**src/rtl/out_sched.sv**
```systemverilog
// Output-port scheduler for the 4x4 wormhole switch: round-robin packet grant
// held from head to tail, with credit-gated flit forwarding to the downstream buffer.
module out_sched #(
    parameter int N       = 4,
    parameter int CREDITS = 4,
    parameter int CW      = 3
) (
    input  logic          clk,
    input  logic          rst,
    input  logic [N-1:0]  req,
    input  logic [1:0]    ftype,
    input  logic          cred_in,
    output logic [N-1:0]  ack,
    output logic          go,
    output logic [CW-1:0] credit,
    output logic          err
);
    localparam int IW = $clog2(N);

    typedef enum logic [0:0] {
        IDLE = 1'b0,
        BUSY = 1'b1
    } state_t;

    state_t          state_r, state_s;
    logic [N-1:0]    ack_r, ack_s;
    logic [IW-1:0]   ptr_r, ptr_s;
    logic [IW-1:0]   idx_r, idx_s;
    logic [IW-1:0]   pick_s;
    logic            found_s;
    logic [CW-1:0]   credit_r, credit_s;
    logic            err_r, err_s;
    logic            go_s;

    // Round-robin search starting at the pointer; index arithmetic wraps mod N.
    always_comb begin
        pick_s  = ptr_r;
        found_s = 1'b0;
        for (int k = 0; k < N; k++) begin
            if (!found_s && req[ptr_r + IW'(k)]) begin
                found_s = 1'b1;
                pick_s  = ptr_r + IW'(k);
            end else begin
                pick_s  = pick_s;
            end
        end
    end

    // Transfer strobe; reset masks it so the input buffer never dequeues during reset.
    always_comb begin
        go_s = (!rst) && (state_r == BUSY) && (ftype != 2'b00) && (credit_r != {CW{1'b0}});
    end

    // Grant FSM next state: grant on request in IDLE, release after a forwarded tail.
    always_comb begin
        state_s = state_r;
        ack_s   = ack_r;
        ptr_s   = ptr_r;
        idx_s   = idx_r;
        case (state_r)
            IDLE: begin
                if (found_s) begin
                    state_s = BUSY;
                    ack_s   = {{(N-1){1'b0}}, 1'b1} << pick_s;
                    idx_s   = pick_s;
                end else begin
                    ack_s   = {N{1'b0}};
                end
            end
            BUSY: begin
                if (go_s && (ftype == 2'b11)) begin
                    state_s = IDLE;
                    ack_s   = {N{1'b0}};
                    ptr_s   = idx_r + IW'(1);
                end else begin
                    ack_s   = ack_r;
                end
            end
            default: begin
                state_s = IDLE;
                ack_s   = {N{1'b0}};
            end
        endcase
    end

    // Credit counter next value; a return into a full counter saturates and flags an error.
    always_comb begin
        credit_s = credit_r;
        err_s    = err_r;
        if (go_s && !cred_in) begin
            credit_s = credit_r - CW'(1);
        end else if (cred_in && !go_s) begin
            if (credit_r == CW'(CREDITS)) begin
                err_s    = 1'b1;
            end else begin
                credit_s = credit_r + CW'(1);
            end
        end else begin
            credit_s = credit_r;
        end
    end

    // State, grant and credit registers.
    always_ff @(posedge clk or posedge rst) begin
        if (rst) begin
            state_r  <= IDLE;
            ack_r    <= {N{1'b0}};
            ptr_r    <= {IW{1'b0}};
            idx_r    <= {IW{1'b0}};
            credit_r <= CW'(CREDITS);
            err_r    <= 1'b0;
        end else begin
            state_r  <= state_s;
            ack_r    <= ack_s;
            ptr_r    <= ptr_s;
            idx_r    <= idx_s;
            credit_r <= credit_s;
            err_r    <= err_s;
        end
    end

    assign ack    = ack_r;
    assign go     = go_s;
    assign credit = credit_r;
    assign err    = err_r;

endmodule

```
**config.mk**
```make
export PLATFORM = sky130hd
export DESIGN_NAME = out_sched
export DESIGN_NICKNAME = d
export VERILOG_FILES = /design/src/rtl/out_sched.sv
export SDC_FILE = /design/constraint.sdc
export NUM_CORES = 1
export LEC_CHECK = 0
export CORE_UTILIZATION = 45
export DETAILED_ROUTE_END_ITERATION = 10
export DONT_BUFFER_PORTS = 1
export PLACE_DENSITY_LB_ADDON = 0.15
export SLEW_MARGIN = 20
export SYNTH_ARGS = -nofsm -noshare
export SYNTH_HDL_FRONTEND = slang
export SYNTH_SLANG_ARGS = --single-unit
```
**constraint.sdc**
```tcl
create_clock -name clk -period 3.08 [get_ports clk]
set_input_delay 0.308 -clock clk [delete_from_list [all_inputs] [get_ports clk]]
set_output_delay 0.308 -clock clk [all_outputs]
set_load 0.01 [all_outputs]
```
==> reports/results.tsv <==
metric	value	unit
Min-Delay Path Depth	2	
Inserted Diodes	0	
floorplan core area	0.00152	mm²
Final setup violation count	0	
row count	14	
most common cell after layout, fill and taps aside	sky130_fd_sc_hd__dfrtp_1	
kind of path behind the tightest hold check	in -> reg	
number of iterations in the first detailed-routing pass	3	
peak fanout along the critical path	7	
net count after synthesis	85	
sequential cell area fraction in the yosys report	44.3	%
signed area change from the synthesized netlist to the final layout	7.81	%
total gr overflow	0	
I/O pin total	18	
Clock Tree Buf Depth	2	
hold-fix buffers at CTS	1	
highest-count cells in the layout ignoring fill and taps	12 x sky130_fd_sc_hd__dfrtp_1, 9 x sky130_fd_sc_hd__inv_1	
total die area	0.00180	mm²
P per Cell Area	950	mW/mm²
RD Place Congestion	0.796	
clock skew after layout	4.71	ps
Resize count post-CTS	0	
Comb pwr share	39.9	%
number of remaining DRC errors	0	
post-CTS setup buffers	0	
sum of routed wire length over all layers	1290	µm
TritonCTS Buffers	3	
distinct cell type count after synthesis	30	
data required time of the critical path	3280	ps
height of the chip	42.5	µm
Critical Path End Type	flop	
number of instances in the synthesized netlist	73	
half-perimeter wire length after placement	1010	µm
initial antenna violation count	0	
Hold Worst Slack	329	ps
Clock Latency Late Sink	270	ps
nets@finish	91	
number of max-cap violations	0	
clock root buffer	sky130_fd_sc_hd__clkbuf_4	
Slew @ Worst Pin	477	ps
Clk pin slew, worst setup/hold paths	70	ps
vias per cell	5.66	
post-synthesis instance area	737	µm²
global-route total usage across every layer	17.9	%
Fmax	395	MHz
critical path class	reg -> reg	
number of synthesized register bits	13	
Die X-Extent	42.5	µm
quantity of I/O buffers inserted on ports	0	
final clock period utilization by the worst path	82.3	%
net load switching power	0.305	mW
summed negative setup slack over all endpoints	0	ps
Detail Route Antenna Nets	0	
Initial Util	48.4	%
DR WL/cell	13.7	µm
worst-case headroom to the max-slew limit	68.2	%
Hold Vio Cnt, Final	0	
global-route wire length before repair	2370	µm
internal power component	0.449	mW
clock tree from TritonCTS	built	
net switching fraction of the power	40.5	%
proportion of power drawn by flip-flops and latches	46.8	%
fraction of final layout cells with drive strength greater than 1	15.4	%
number of global-route vias before repair	552	
Clock Power Share	13.4	%
crit start category	flop	
min Tclk post-route	2530	ps
number of max-slew violations in the final report	0	
TritonCTS sink count	13	
Worst Path Arrival	2740	ps
result of the run	completed	
RSZ-0062 raised after global routing	false	
count of warnings emitted by yosys	0	
maximum number of pins on one net before global-route repair	14	
number of DRC markers after the initial detailed-route iteration	15	
average instance area after synthesis	10.1	µm²
standby leakage power	0.353	nW
H-tree depth reported by CTS	1	
worst voltage drop across the vdd grid	0.000383	V
total via count in the routed design	532	
cell count of the worst reg-to-reg path	11	
[cell families after synthesis]
family | Yosys count | synth area share, %
and+or+nand+nor | 18 | 12.4
buffers and inverters | 9 | 4.58
DFF | 13 | 44.3
AOI/OAI and AO/OA | 26 | 26.7
adders and majority gates | 3 | 6.11
xor gates and xnor gates | 1 | 1.19
muxes | 3 | 4.75
[synthesized netlist by cell type, drive strengths merged]
master  number  area, µm²
xnor2        1       8.76
mux2i        2       20.0
nor2b        2       15.0
a21oi        7       42.5
inv          9       33.8
o21ai        6       30.0
mux2         1       15.0
a31oi        2       12.5
and2b        1       7.51
fa           1       20.0
nor2         5       18.8
ha           2       25.0
nor3b        1       7.51
a21o         1       7.51
o21a         1       7.51
o221ai       1       8.76
nor3         1       5.00
o221a        1       20.0
or2          3       18.8
dfstp        1       26.3
dfrtp       12        300
o31a         1       8.76
a311o        1       10.0
a32o         4       40.0
nand2        5       18.8
a31o         1       8.76
[worst paths after layout]
check	slack [ps]	start	end
max reg2reg	550	credit[2]	credit[2]
min in group asynchronous	490	rst	credit[0]
min reg2reg	500	idx_r[0]	ptr_r[0]
min	330	cred_in	err
max	550	credit[2]	credit[2]
max in group asynchronous	2240	rst	credit[2]
[final cells by class]
type | instances | area [µm²]
clock buffers | 3 | 22.5
clock inverters | 1 | 5.00
fillers | 157 | 729
inverters | 9 | 33.8
multi-input cells | 51 | 377
flip-flops and latches | 13 | 327
well taps | 16 | 20.0
repair buffers | 1 | 10.0
[state kept, by name, summed over array words and instances, names as in the netlist]
register and count:
ack 4, credit 3, idx_r 2, ptr_r 2, err 1, state_r 1
[worst max-delay path, cell delays in order (launching register included)]
cell                      delay, ps
sky130_fd_sc_hd__dfstp_2        620
sky130_fd_sc_hd__nor3_1          80
sky130_fd_sc_hd__nor3b_1        230
sky130_fd_sc_hd__o21ai_0        160
sky130_fd_sc_hd__inv_1          140
sky130_fd_sc_hd__ha_1           200
sky130_fd_sc_hd__inv_1           80
sky130_fd_sc_hd__fa_1           380
sky130_fd_sc_hd__or2_2          290
sky130_fd_sc_hd__nand2_1         70
sky130_fd_sc_hd__a21oi_1         60
sky130_fd_sc_hd__a31oi_1        140
[power by group through the flow]
stage          logic, mW  clock network, mW  registers (mW)
3_5_place_dp       0.298                  0           0.358
6_report           0.301              0.101           0.353
3_3_place_gp       0.298                  0           0.357
4_1_cts            0.303              0.106           0.354
2_1_floorplan      0.257                  0           0.336
5_1_grt            0.347              0.111           0.367
[per-stage QoR]
| step | cells | power [mW] | instance area, µm² | setup WS, ps | utilization (%) |
|---|---|---|---|---|---|
| after detailed placement | 89 | 0.655 | 757 | 590 | 49.7 |
| after global routing | 94 | 0.825 | 795 | 278 | 52.1 |
| after CTS | 94 | 0.762 | 795 | 549 | 52.1 |
| after global placement | 89 | 0.656 | 757 | 629 | 49.7 |
| after floorplan | 73 | 0.593 | 737 | 764 | - |
| final | 94 | 0.754 | 795 | 545 | 52.1 |
[layer usage]
metal / wire length, µm / global-route usage, % / vias up
li1: - / - / 270
met1: 637 / 25.2 / 249
met2: 555 / 24.0 / 11
met3: 80 / 8.62 / 2
met4: 16 / 5.63 / 0
met5: 0 / 0 / -
No activity file was read; power rests on OpenSTA's default activity.
